**src/rtl/coeff_token_if.sv**
```systemverilog
// Token-in / bit-out handshake bundle of the CAVLC coeff_token writer.
// The producer/consumer side is master; the encoder is slave.
interface coeff_token_if;
    logic       in_valid;
    logic       in_ready;
    logic [4:0] total_coeff;
    logic [1:0] trailing_ones;
    logic       bit_data;
    logic       bit_valid;
    logic       bit_ready;
    logic       last_bit;
    logic [4:0] code_len;
    logic       error;

    modport master (
        output in_valid, total_coeff, trailing_ones, bit_ready,
        input  in_ready, bit_data, bit_valid, last_bit, code_len, error
    );

    modport slave (
        input  in_valid, total_coeff, trailing_ones, bit_ready,
        output in_ready, bit_data, bit_valid, last_bit, code_len, error
    );
endinterface

```
**src/rtl/coeff_token_writer02.sv**
```systemverilog
// Serial CAVLC coeff_token encoder for the 0 <= nC < 2 table: one
// (TotalCoeff, TrailingOnes) token in, its codeword out MSB-first.
module coeff_token_writer02 (
    input  logic        clk,
    input  logic        reset,
    coeff_token_if.slave tok
);
    typedef enum logic {IDLE, SHIFT} state_t;

    state_t      state, state_nxt;
    logic [15:0] sh_reg;
    logic [4:0]  remaining;
    logic [4:0]  code_len_q;
    logic        error_q;
    logic        last;
    logic        accept;
    logic        legal;
    logic        load;
    logic        shift;
    logic [20:0] lut;

    // Returns {len, code} with the code left-aligned in 16 bits.
    function automatic logic [20:0] code_lut(input logic [4:0] tc, input logic [1:0] t1);
        logic [4:0]  len;
        logic [15:0] val;
        {len, val} = '0;
        case ({tc, t1})
            {5'd0,  2'd0}: {len, val} = {5'd1,  16'd1};
            {5'd1,  2'd0}: {len, val} = {5'd6,  16'd5};
            {5'd1,  2'd1}: {len, val} = {5'd2,  16'd1};
            {5'd2,  2'd0}: {len, val} = {5'd8,  16'd7};
            {5'd2,  2'd1}: {len, val} = {5'd6,  16'd4};
            {5'd2,  2'd2}: {len, val} = {5'd3,  16'd1};
            {5'd3,  2'd0}: {len, val} = {5'd9,  16'd7};
            {5'd3,  2'd1}: {len, val} = {5'd8,  16'd6};
            {5'd3,  2'd2}: {len, val} = {5'd7,  16'd5};
            {5'd3,  2'd3}: {len, val} = {5'd5,  16'd3};
            {5'd4,  2'd0}: {len, val} = {5'd10, 16'd7};
            {5'd4,  2'd1}: {len, val} = {5'd9,  16'd6};
            {5'd4,  2'd2}: {len, val} = {5'd8,  16'd5};
            {5'd4,  2'd3}: {len, val} = {5'd6,  16'd3};
            {5'd5,  2'd0}: {len, val} = {5'd11, 16'd7};
            {5'd5,  2'd1}: {len, val} = {5'd10, 16'd6};
            {5'd5,  2'd2}: {len, val} = {5'd9,  16'd5};
            {5'd5,  2'd3}: {len, val} = {5'd7,  16'd4};
            {5'd6,  2'd0}: {len, val} = {5'd13, 16'd15};
            {5'd6,  2'd1}: {len, val} = {5'd11, 16'd6};
            {5'd6,  2'd2}: {len, val} = {5'd10, 16'd5};
            {5'd6,  2'd3}: {len, val} = {5'd8,  16'd4};
            {5'd7,  2'd0}: {len, val} = {5'd13, 16'd11};
            {5'd7,  2'd1}: {len, val} = {5'd13, 16'd14};
            {5'd7,  2'd2}: {len, val} = {5'd11, 16'd5};
            {5'd7,  2'd3}: {len, val} = {5'd9,  16'd4};
            {5'd8,  2'd0}: {len, val} = {5'd13, 16'd8};
            {5'd8,  2'd1}: {len, val} = {5'd13, 16'd10};
            {5'd8,  2'd2}: {len, val} = {5'd13, 16'd13};
            {5'd8,  2'd3}: {len, val} = {5'd10, 16'd4};
            {5'd9,  2'd0}: {len, val} = {5'd14, 16'd15};
            {5'd9,  2'd1}: {len, val} = {5'd14, 16'd14};
            {5'd9,  2'd2}: {len, val} = {5'd13, 16'd9};
            {5'd9,  2'd3}: {len, val} = {5'd11, 16'd4};
            {5'd10, 2'd0}: {len, val} = {5'd14, 16'd11};
            {5'd10, 2'd1}: {len, val} = {5'd14, 16'd10};
            {5'd10, 2'd2}: {len, val} = {5'd14, 16'd13};
            {5'd10, 2'd3}: {len, val} = {5'd13, 16'd12};
            {5'd11, 2'd0}: {len, val} = {5'd15, 16'd15};
            {5'd11, 2'd1}: {len, val} = {5'd15, 16'd14};
            {5'd11, 2'd2}: {len, val} = {5'd14, 16'd9};
            {5'd11, 2'd3}: {len, val} = {5'd14, 16'd12};
            {5'd12, 2'd0}: {len, val} = {5'd15, 16'd11};
            {5'd12, 2'd1}: {len, val} = {5'd15, 16'd10};
            {5'd12, 2'd2}: {len, val} = {5'd15, 16'd13};
            {5'd12, 2'd3}: {len, val} = {5'd14, 16'd8};
            {5'd13, 2'd0}: {len, val} = {5'd16, 16'd15};
            {5'd13, 2'd1}: {len, val} = {5'd15, 16'd1};
            {5'd13, 2'd2}: {len, val} = {5'd15, 16'd9};
            {5'd13, 2'd3}: {len, val} = {5'd15, 16'd12};
            {5'd14, 2'd0}: {len, val} = {5'd16, 16'd11};
            {5'd14, 2'd1}: {len, val} = {5'd16, 16'd14};
            {5'd14, 2'd2}: {len, val} = {5'd16, 16'd13};
            {5'd14, 2'd3}: {len, val} = {5'd15, 16'd8};
            {5'd15, 2'd0}: {len, val} = {5'd16, 16'd7};
            {5'd15, 2'd1}: {len, val} = {5'd16, 16'd10};
            {5'd15, 2'd2}: {len, val} = {5'd16, 16'd9};
            {5'd15, 2'd3}: {len, val} = {5'd16, 16'd12};
            {5'd16, 2'd0}: {len, val} = {5'd16, 16'd4};
            {5'd16, 2'd1}: {len, val} = {5'd16, 16'd6};
            {5'd16, 2'd2}: {len, val} = {5'd16, 16'd5};
            {5'd16, 2'd3}: {len, val} = {5'd16, 16'd8};
            default:       {len, val} = '0;
        endcase
        return {len, val << (5'd16 - len)};
    endfunction

    assign lut    = code_lut(tok.total_coeff, tok.trailing_ones);
    assign legal  = (tok.total_coeff <= 5'd16) && ({3'b000, tok.trailing_ones} <= tok.total_coeff);
    assign last   = (state == SHIFT) && (remaining == 5'd1);
    // A new token may enter in the cycle the final bit leaves: zero-bubble streaming.
    assign tok.in_ready = ~reset & ((state == IDLE) | (last & tok.bit_ready));
    assign accept       = tok.in_valid & tok.in_ready;

    always_comb begin
        state_nxt = state;
        load      = 1'b0;
        shift     = 1'b0;
        case (state)
            IDLE: begin
                if (accept && legal) begin
                    state_nxt = SHIFT;
                    load      = 1'b1;
                end
            end
            SHIFT: begin
                if (tok.bit_ready) begin
                    shift = 1'b1;
                    if (last) begin
                        if (accept && legal) load = 1'b1;
                        else                 state_nxt = IDLE;
                    end
                end
            end
            default: state_nxt = IDLE;
        endcase
    end

    always_ff @(posedge clk) begin
        if (reset) begin
            state      <= IDLE;
            sh_reg     <= '0;
            remaining  <= '0;
            code_len_q <= '0;
            error_q    <= 1'b0;
        end else begin
            state   <= state_nxt;
            error_q <= accept & ~legal;
            if (load) begin
                sh_reg     <= lut[15:0];
                remaining  <= lut[20:16];
                code_len_q <= lut[20:16];
            end else if (shift) begin
                sh_reg    <= {sh_reg[14:0], 1'b0};
                remaining <= remaining - 5'd1;
            end
        end
    end

    assign tok.bit_data  = sh_reg[15];
    assign tok.bit_valid = (state == SHIFT);
    assign tok.last_bit  = last;
    assign tok.code_len  = code_len_q;
    assign tok.error     = error_q;
endmodule

```
**src/flat_wrapper.sv**
```systemverilog
// flat-port wrapper written by rule: the top's interface ports become plain ports
module coeff_token_writer02_flat 
  (clk, reset, tok_in_valid, tok_total_coeff, tok_trailing_ones, tok_bit_ready, tok_in_ready, tok_bit_data, tok_bit_valid, tok_last_bit, tok_code_len, tok_error);
  coeff_token_if tok_i ();
  input  logic clk;
  input  logic reset;
  input wire logic [$bits(tok_i.in_valid)-1:0] tok_in_valid;
  input wire logic [$bits(tok_i.total_coeff)-1:0] tok_total_coeff;
  input wire logic [$bits(tok_i.trailing_ones)-1:0] tok_trailing_ones;
  input wire logic [$bits(tok_i.bit_ready)-1:0] tok_bit_ready;
  output wire logic [$bits(tok_i.in_ready)-1:0] tok_in_ready;
  output wire logic [$bits(tok_i.bit_data)-1:0] tok_bit_data;
  output wire logic [$bits(tok_i.bit_valid)-1:0] tok_bit_valid;
  output wire logic [$bits(tok_i.last_bit)-1:0] tok_last_bit;
  output wire logic [$bits(tok_i.code_len)-1:0] tok_code_len;
  output wire logic [$bits(tok_i.error)-1:0] tok_error;
  assign tok_i.in_valid = tok_in_valid;
  assign tok_i.total_coeff = tok_total_coeff;
  assign tok_i.trailing_ones = tok_trailing_ones;
  assign tok_i.bit_ready = tok_bit_ready;
  assign tok_in_ready = tok_i.in_ready;
  assign tok_bit_data = tok_i.bit_data;
  assign tok_bit_valid = tok_i.bit_valid;
  assign tok_last_bit = tok_i.last_bit;
  assign tok_code_len = tok_i.code_len;
  assign tok_error = tok_i.error;
  coeff_token_writer02 u_core (.clk(clk), .reset(reset), .tok(tok_i));
endmodule
```
**config.mk**
```make
export PLATFORM = sky130hd
export DESIGN_NAME = coeff_token_writer02_flat
export DESIGN_NICKNAME = d
export VERILOG_FILES = /design/src/rtl/coeff_token_if.sv /design/src/rtl/coeff_token_writer02.sv /design/src/flat_wrapper.sv
export SDC_FILE = /design/constraint.sdc
export NUM_CORES = 1
export LEC_CHECK = 0
export ABC_CLOCK_PERIOD_IN_PS = 10600
export CORE_MARGIN = 4
export CORE_UTILIZATION = 55
export DETAILED_ROUTE_END_ITERATION = 8
export PLACE_DENSITY = 0.77
export SLEW_MARGIN = 40
export SYNTH_ARGS = -nofsm -noshare
export SYNTH_HDL_FRONTEND = slang
export SYNTH_SLANG_ARGS = --single-unit
export TNS_END_PERCENT = 50
```
**constraint.sdc**
```tcl
create_clock -name clk -period 10.6 [get_ports clk]
set_clock_uncertainty 0.05 [all_clocks]
set_input_delay 1.59 -clock clk [delete_from_list [all_inputs] [get_ports clk]]
set_output_delay 1.59 -clock clk [all_outputs]
set_load 0.1 [all_outputs]
```
==> run metrics, run 1 <==
Setup crit start kind=input pin; count of different cell masters after synthesis=63; Clock Pin Slew Worst Setup and Hold Paths=~0.09 ns; Num CTS Buffers=3; f_max=~180 MHz; Syn Area/Cell=~7.4 um^2; Final period util=0.521; die area=roughly 5500 um^2; Die Wd=around 74 um; RSZ-0062 raised after global routing=false; post-DP HPWL=about 4400 um; most frequent cells in the layout=nor2_1, a21oi_1, dfxtp_1; clk root buf=clkbuf_8; 1st-pass router iterations=4; hold buffers post-CTS=0; slew margin rel.=0.550; ys async rst share=0; I/O Buffers=20; WP data required=~11 ns; deepest clock path buffer count=2; placed cell count=370; Setup Buffers After CTS=0; Worst Path Buf+Inv=2; Syn Inst Count=~320; Cell Chain, Critical Path=clkdlybuf4s50_1 > inv_1 > ha_1 > or3b_2 > a31oi_1 > nor4_1 > o21ai_0 > ha_1 > nor3b_1 > mux2i_2 > and3b_1 > a221oi_1 > nor3_1; total power=between 0.2 and 0.3 mW; layout cells sized above 1=0.118; run status=finished, final reports clean; Critical Path AT=5.62 ns; total gr overflow=0; max_cap viols=0; Core Area=4120 um^2; Fin Setup TNS=0 ns; Post-Route WL=a little over 6000 um; fin cells=roughly 370; Vias/cell=6.59; power density over the cells=111 nW/um^2; CTS-repair resized insts=0; final slew viol count=0; hold crit path type=flip-flop to flip-flop; EDFF count, synth=0; most common cell after layout, fill and taps aside=nor2_1; Ant. Diodes=0; post-route minimum period=5.52 ns; Fin. Hold Viols=0; fin nets=348; peak supply drop=about 0.000099 V; global-route wire length before repair=10500 um; most used cell, CP=ha_1; Worst Path Max Fanout=14; DR iter-0 viols=about 330; Post-DRT Antenna Nets=0; vias in the first global route=about 2200; Rows=23; Worst Path Class, Setup=input pin to flip-flop; Synth Flop Type=dfxtp_1; CTS tree=built; synthesized area=between 2000 and 2500 um^2; sequential fraction of the synthesis area=0.234; final setup vio count=0; #FFs+latches synth=28; DR vias=about 2500; Skew-Pair Late Insertion Delay=between 0.2 and 0.3 ns; largest net degree at the start of global routing=33; Initial Utilization=0.583; drc violations=0; H-tree lvl count=1; CTS Sinks=28; RePlAce Congestion=approximately 0.96; CP top delay family=simple AND/OR/NAND/NOR gates; Layout area overhead=6.26%; number of antenna violations at the first check in global routing=0; Critical Path Max Stage Delay=approximately 0.77 ns; max FFs per register=16; slowest cell on the critical path=clkdlybuf4s50_1; net count after synthesis=about 350; slew at the pin closest to its max-slew limit=between 0.6 and 0.7 ns; Syn. warnings=0; CP endpoint kind=flip-flop; IO Pins=21; Leak=0.922 nW; die extent in y=about 74 um; post-DR wirelength/cell=around 16 um; Total GRT Usage=0.234
[synthesized netlist by cell type (2+ instances only)]
cell type / n / area [um^2]
nor4_1: 4 / 25.0
a31oi_1: 5 / 31.3
a221oi_1: 4 / 35.0
nand3_1: 7 / 35.0
and3_1: 2 / 12.5
or3b_2: 2 / 17.5
nor3_1: 16 / 80.1
dfxtp_1: 28 / 561
buf_4: 3 / 22.5
a2111oi_0: 2 / 17.5
mux2i_1: 5 / 50.1
and2_1: 2 / 12.5
nand4b_1: 2 / 17.5
nand2b_1: 9 / 56.3
nor2b_1: 3 / 18.8
buf_2: 7 / 35.0
o21a_1: 2 / 15.0
a211oi_1: 17 / 128
or2b_1: 2 / 15.0
o21ai_0: 16 / 80.1
a21oi_1: 30 / 150
nand3b_1: 3 / 22.5
nor3b_1: 2 / 15.0
o22ai_1: 4 / 25.0
mux2_2: 3 / 33.8
a32oi_1: 5 / 43.8
nor2_1: 36 / 135
ha_1: 12 / 150
o221ai_1: 4 / 35.0
inv_1: 11 / 41.3
xor2_1: 2 / 17.5
clkbuf_1: 14 / 52.6
or2_2: 4 / 25.0
o211ai_1: 2 / 15.0
nand2_1: 25 / 93.8
[path summary, 6_finish.rpt]
check | start | to | slack (ns) | depth (start not counted)
setup reg to reg | u_core.remaining[0] | u_core.sh_reg[8] | 7.58 | 10
setup / recovery | tok_trailing_ones[1] | u_core.sh_reg[13] | 5.08 | 13
hold reg to reg | u_core.tok.code_len[3] | u_core.tok.code_len[3] | 0.42 | 2
hold / removal | u_core.tok.code_len[3] | u_core.tok.code_len[3] | 0.42 | 2
[worst min-delay path, stage by stage (launching register included)]
cell and delay [ns]:
dfxtp_1 0.32, nand2_1 0.05, a21oi_1 0.05
[metal layers]
metal | share of wire | vias up | routed length [um] | global-route usage
met5 | 0 | - | 0 | 0
met4 | 0.0036 | 0 | 22 | 0.0302
met3 | 0.078 | 4 | 474 | 0.0432
met2 | 0.44 | 99 | 2650 | 0.357
met1 | 0.48 | 1156 | 2910 | 0.351
li1 | - | 1198 | - | -
[logic make-up (layout without fill, tap and decap cells)]
family,Yosys count,after routing,share of synthesized area
xor+xnor,3,3,0.0110
fa+ha+maj,12,12,0.0626
simple gates,125,125,0.264
mux,9,9,0.0407
buf+inv,37,37,0.0663
flops,28,28,0.234
compound gates,109,109,0.322
[per-stage QoR]
stage	area, um^2	worst slack (ns)	hold slack (ns)	util
after floorplan	2400	5.81	0.382	-
after global placement	2560	4.89	0.392	0.622
after detailed placement	2510	4.86	0.397	0.610
after CTS	2550	5.14	0.416	0.620
after global routing	2550	4.76	0.431	0.619
final	2550	5.08	0.415	0.619
[power breakdown]
part,internal [mW],switching (mW)
Combinational,0.0363,0.0723
Clock,0.0255,0.0318
Sequential,0.112,0.00443
Total,0.174,0.109
[cell type report]
| type | count | area, um^2 |
|---|---|---|
| timing repair buffer | 22 | 155 |
| sequential | 28 | 561 |
| fill | 371 | 1570 |
| multi-input combinational | 258 | 1680 |
| tap | 50 | 62.6 |
| clock buffer | 3 | 41.3 |
| inverter | 12 | 45.0 |
No activity file was read; power rests on OpenSTA's default activity.
==> run 2: changes to the inputs <==
--- a/config.mk
+++ b/config.mk
@@ -5,7 +5,7 @@
 export SDC_FILE = /design/constraint.sdc
 export NUM_CORES = 1
 export LEC_CHECK = 0
-export ABC_CLOCK_PERIOD_IN_PS = 10600
+export ABC_CLOCK_PERIOD_IN_PS = 5200
 export CORE_MARGIN = 4
 export CORE_UTILIZATION = 55
 export DETAILED_ROUTE_END_ITERATION = 8
==> constraint.sdc (replaced) <==
create_clock -name clk -period 5.2 [get_ports clk]
set_clock_uncertainty 0.05 [all_clocks]
set_input_delay 0.78 -clock clk [delete_from_list [all_inputs] [get_ports clk]]
set_output_delay 0.78 -clock clk [all_outputs]
set_load 0.1 [all_outputs]
==> run 2 against run 1 <==
  * Flip-flop and latch count did not move
  * Worst hold slack worse by 0.0044 ns
  * Design area is 3.4% higher
  * Global-route usage grew 0.55 points
  * Register-to-register slack lost 5.2 ns
  * Total power increased by 110%
  * Non-clock buffer count grew 9
  * Largest power group unchanged
  * Highest routed layer unchanged
==> run metrics, run 2 (synthesized netlist as in run 1, its figures left out) <==
peak supply drop=0.000145 V (was 0.0000991 V); final setup vio count=0 (unchanged); post-DP HPWL=4530 um (was 4350 um); Setup crit start kind=input pin (unchanged); clk root buf=clkbuf_8 (unchanged); fin nets=357 (was 348); drc violations=0 (unchanged); DR iter-0 viols=235 (was 331); CTS-repair resized insts=0 (unchanged); Die Wd=74.0 um (unchanged); slew margin rel.=0.602 (was 0.550); total gr overflow=0 (unchanged); 1st-pass router iterations=5 (was 4); Core Area=4120 um^2 (unchanged); slew at the pin closest to its max-slew limit=0.593 ns (was 0.673 ns); hold buffers post-CTS=0 (unchanged); vias in the first global route=2236 (was 2225); CP endpoint kind=flip-flop (unchanged); Rows=23 (unchanged); worst slack, placed=0.551 ns (was 4.86 ns); Post-DRT Antenna Nets=0 (unchanged); layout cells sized above 1=0.135 (was 0.118); max FFs per register=16 (unchanged); power density over the cells=229 nW/um^2 (was 111 nW/um^2); max_cap viols=0 (unchanged); Clock Pin Slew Worst Setup and Hold Paths=0.10 ns (was 0.09 ns); Final period util=0.844; Setup Buffers After CTS=0 (unchanged); Vias/cell=6.57 (was 6.59); f_max=228 MHz; Skew-Pair Late Insertion Delay=0.27 ns (about the same); hold crit path type=flip-flop to flip-flop (unchanged); largest net degree at the start of global routing=30 (was 33); die area=5480 um^2 (unchanged); CTS Sinks=28 (unchanged); Initial Utilization=0.583 (unchanged); Post-DP Area=2580 um^2 (was 2510 um^2); Num CTS Buffers=3 (unchanged); number of antenna violations at the first check in global routing=0 (unchanged); Worst Path Class, Setup=input pin to flip-flop (unchanged); final setup margin=0.813 ns (was 5.08 ns); post-route cell area=2630 um^2 (was 2550 um^2); Worst Path Max Fanout=7 (was 14); deepest clock path buffer count=2 (unchanged); run status=finished, final reports clean (unchanged); Post-Route WL=6310 um (was 6060 um); Layout area overhead=9.86% (was 6.26%); Critical Path AT=4.50 ns (was 5.62 ns); Fin Setup TNS=0 ns (unchanged); RePlAce Congestion=0.948 (was 0.961); Total GRT Usage=0.240 (was 0.234); post-DR wirelength/cell=16.5 um (was 16.2 um); most frequent cells in the layout=nor2_1, a21oi_1, dfxtp_1 (unchanged); Fin. Hold Viols=0 (unchanged); die extent in y=74.0 um (unchanged); I/O Buffers=20 (unchanged); WP data required=5.31 ns (was 10.70 ns); global-route wire length before repair=10600 um (was 10500 um); Leak=0.971 nW (was 0.922 nW); CTS tree=built (unchanged); post-route minimum period=4.39 ns; IO Pins=21 (unchanged); RSZ-0062 raised after global routing=false (unchanged); H-tree lvl count=1 (unchanged); most common cell after layout, fill and taps aside=nor2_1 (unchanged); Fillers=381 (was 371); final slew viol count=0 (unchanged); Ant. Diodes=0 (unchanged); DR vias=2515 (was 2457)
==> run 2: cell count changes in the layout (fill, tap and decap cells not counted), sizes merged <==
cell | previous run | this run
clkbuf | 3 | 4
clkdlybuf4s50 | 8 | 10
buf | 14 | 21
==> run 2: critical path, stage by stage <==
cell and delay (ns):
clkdlybuf4s50_1 0.60, inv_1 0.16, ha_1 0.39, or3b_2 0.48, a31oi_1 0.13, nor4_1 0.06
o21ai_0 0.21, ha_1 0.29, nor3b_1 0.32, mux2i_2 0.42, and3b_1 0.28, a221oi_1 0.29
nor3_1 0.08
==> run 2: power by group <==
part           internal (mW)  total (mW)  switching (mW)
Clock                 0.0678       0.136          0.0678
Combinational         0.0796       0.231           0.151
Sequential             0.229       0.238         0.00888
Total                  0.376       0.604           0.228
==> run 2: through the flow <==
| step | std cells | hold slack [ns] | utilization | power, mW |
|---|---|---|---|---|
| CTS | 383 | 0.412 | 0.640 | 0.601 |
| floorplan | 323 | 0.382 | - | 0.416 |
| global route | 383 | 0.436 | 0.640 | 0.636 |
| detailed placement | 379 | 0.399 | 0.627 | 0.468 |
| finish | 383 | 0.411 | 0.640 | 0.604 |
| global placement | 379 | 0.393 | 0.639 | 0.468 |
==> run 2: routing by layer <==
layer	routed length (um)	track usage	part of all wire	vias up
li1	-	-	-	1220
met1	2960	0.352	0.47	1174
met2	2770	0.364	0.44	111
met3	513	0.0378	0.081	10
met4	59	0.0604	0.0094	0
met5	0	0	0	-
==> run 2: final timing paths <==
check	start	slack [ns]	endpoint	cells after the start
setup / recovery	tok_trailing_ones[0]	0.81	u_core.sh_reg[13]	13
hold reg to reg	u_core.sh_reg[0]	0.41	u_core.sh_reg[0]	2
hold / removal	u_core.sh_reg[0]	0.41	u_core.sh_reg[0]	2
setup reg to reg	u_core.remaining[1]	2.35	u_core.sh_reg[8]	10
==> run 2: area by class of cell <==
cell class / count / area (um^2) / area share
multi-input cells: 258 / 1680 / 0.637
flip-flops and latches: 28 / 561 / 0.213
repair buffers: 31 / 233 / 0.0884
well taps: 50 / 62.6 / 0.0238
clock buffers: 4 / 55.1 / 0.0209
inverters: 12 / 45.0 / 0.0171
==> run 3: changes to the inputs <==
--- a/config.mk
+++ b/config.mk
@@ -5,7 +5,7 @@
 export SDC_FILE = /design/constraint.sdc
 export NUM_CORES = 1
 export LEC_CHECK = 0
-export ABC_CLOCK_PERIOD_IN_PS = 5200
+export ABC_CLOCK_PERIOD_IN_PS = 4400
 export CORE_MARGIN = 4
 export CORE_UTILIZATION = 55
 export DETAILED_ROUTE_END_ITERATION = 8
==> constraint.sdc (replaced) <==
create_clock -name clk -period 4.4 [get_ports clk]
set_clock_uncertainty 0.05 [all_clocks]
set_input_delay 0.66 -clock clk [delete_from_list [all_inputs] [get_ports clk]]
set_output_delay 0.66 -clock clk [all_outputs]
set_load 0.1 [all_outputs]
==> run 3 against run 2 <==
  * Register-to-register slack lost 0.84 ns
  * Sequential share of layout area fell by 0.44 points
  * First-iteration DRC count fell by 8.9%
  * Total power grew 19%
  * Routed wire length fell by 0.76%
  * Combinational power is 21% higher
  * Critical path depth unchanged
  * Flip-flop and latch count is the same
  * Via count shrank 0.91%
  * Highest routed layer unchanged
  * Die area is the same
  * Sequential power increased by 18%
==> run metrics, run 3 (synthesized netlist as in run 1, its figures left out) <==
Total GRT Usage=0.234 (was 0.240); fin nets=364 (was 357); final slew viol count=0 (unchanged); CP top delay family=simple AND/OR/NAND/NOR gates (unchanged); H-tree lvl count=1 (unchanged); sequential standard cell area=561 um^2 (unchanged); IO Pins=21 (unchanged); Die Wd=74.0 um (unchanged); Layout area overhead=12.2% (was 9.86%); layout cells sized above 1=0.153 (was 0.135); deepest clock path buffer count=2 (unchanged); drc violations=0 (unchanged); Skew-Pair Late Insertion Delay=0.27 ns (about the same); WP data required=4.51 ns (was 5.31 ns); Post-DP Area=2630 um^2 (was 2580 um^2); clk root buf=clkbuf_8 (unchanged); total gr overflow=0 (unchanged); Setup Buffers After CTS=0 (unchanged); most frequent cells in the layout=nor2_1, a21oi_1, dfxtp_1 (unchanged); most common cell after layout, fill and taps aside=nor2_1 (unchanged); Initial Utilization=0.583 (unchanged); RePlAce Congestion=1.01 (was 0.948); post-route cell area=2690 um^2 (was 2630 um^2); area of the multi-input gates=1680 um^2 (unchanged); I/O Buffers=20 (unchanged); run status=finished, final reports clean (unchanged); Critical Path Max Stage Delay=0.48 ns (was 0.60 ns); Fillers=364 (was 381); hold buffers post-CTS=0 (unchanged); CTS tree=built (unchanged); vias in the first global route=2111 (was 2236); global-route wire length before repair=10300 um (was 10600 um); final core occ=0.653 (was 0.640); die extent in y=74.0 um (unchanged); Post-DRT Antenna Nets=0 (unchanged); post-DP HPWL=4560 um (was 4530 um); hold crit path type=flip-flop to flip-flop (unchanged); largest net degree at the start of global routing=30 (unchanged); CP endpoint kind=flip-flop (unchanged); CTS-repair resized insts=0 (unchanged); Clock Pin Slew Worst Setup and Hold Paths=0.09 ns (was 0.10 ns); die area=5480 um^2 (unchanged); Fin. Hold Viols=0 (unchanged); Rows=23 (unchanged); DR iter-0 viols=214 (was 235); number of antenna violations at the first check in global routing=0 (unchanged); Fin Setup TNS=0 ns (unchanged); Cell Chain, Critical Path=clkdlybuf4s50_1 > inv_1 > ha_1 > or3b_2 > a31oi_1 > nor4_1 > o21ai_0 > ha_1 > nor3b_1 > mux2i_2 > and3b_1 > a221oi_1 > nor3_1 (unchanged); Setup crit start kind=input pin (unchanged); Worst Path Max Fanout=6 (was 7); slowest cell on the critical path=clkdlybuf4s50_1 (unchanged); Core Area=4120 um^2 (unchanged); Num CTS Buffers=3 (unchanged); CTS Sinks=28 (unchanged); f_max=~250 MHz; DR vias=2492 (was 2515); slew margin rel.=0.569 (was 0.602); slew at the pin closest to its max-slew limit=0.645 ns (was 0.593 ns); post-DR wirelength/cell=16.0 um (was 16.5 um); total power=0.721 mW (was 0.604 mW); Worst Path Class, Setup=input pin to flip-flop (unchanged); 1st-pass router iterations=5 (unchanged); Worst Path Buf+Inv=2 (unchanged); Leak=1.00 nW (was 0.971 nW); most used cell, CP=ha_1 (unchanged); Critical Path AT=4.11 ns (was 4.50 ns); final setup vio count=0 (unchanged); RSZ-0062 raised after global routing=false (unchanged); Post-Route WL=6260 um (was 6310 um); Final period util=0.908; post-route minimum period=around 4.0 ns; power density over the cells=268 nW/um^2 (was 229 nW/um^2); Ant. Diodes=0 (unchanged); max FFs per register=16 (unchanged); peak supply drop=0.000270 V (was 0.000145 V); max_cap viols=0 (unchanged); Vias/cell=6.39 (was 6.57)
-- run 3: changes by cell type in the layout (fill, tap and decap cells not counted), sizes merged --
| cell | before | now |
|---|---|---|
| buf | 21 | 28 |
-- run 3: report_power, final --
part,switching [mW],internal [mW],total (mW),leakage [nW]
Clock,0.0794,0.0801,0.160,0.0288
Combinational,0.179,0.102,0.280,0.747
Sequential,0.0104,0.271,0.281,0.228
-- run 3: stage by stage --
stage / instances / hold slack (ns) / setup WS, ns
after CTS: 390 / 0.409 / 0.453
after global routing: 390 / 0.439 / 0.171
final: 390 / 0.409 / 0.405
after global placement: 386 / 0.392 / 0.248
after floorplan: 323 / 0.382 / 0.399
after detailed placement: 386 / 0.396 / 0.178
-- run 3: path summary, 6_finish.rpt --
path | start | end | slack (ns) | cells after the start
worst max register to register | u_core.remaining[1] | u_core.sh_reg[8] | 1.51 | 10
worst min-delay path | u_core.sh_reg[0] | u_core.sh_reg[0] | 0.41 | 2
worst max-delay path | tok_trailing_ones[0] | u_core.sh_reg[13] | 0.41 | 13
worst min register to register | u_core.sh_reg[0] | u_core.sh_reg[0] | 0.41 | 2
-- run 3: area by class of cell --
cell class | instances | area share
flip-flops and latches | 28 | 0.208
well taps | 50 | 0.0233
inverters | 12 | 0.0168
clock buffers | 4 | 0.0205
multi-input cells | 258 | 0.624
repair buffers | 38 | 0.107
-- run 3: layer usage --
layer  GRT usage  share of wire  vias up
met2       0.327           0.41      117
li1            -              -     1229
met1       0.371           0.49     1138
met3      0.0514          0.094        8
met4      0.0302         0.0075        0
met5           0              0        -
-- run 3: worst register-to-register path: cells and delay by family (launching register included) --
kind	cells	cell delay, ns
simple gates	5	1.34
compound gates	2	0.57
flops	1	0.33
mux	1	0.22
fa+ha+maj	1	0.15
buf+inv	1	0.10
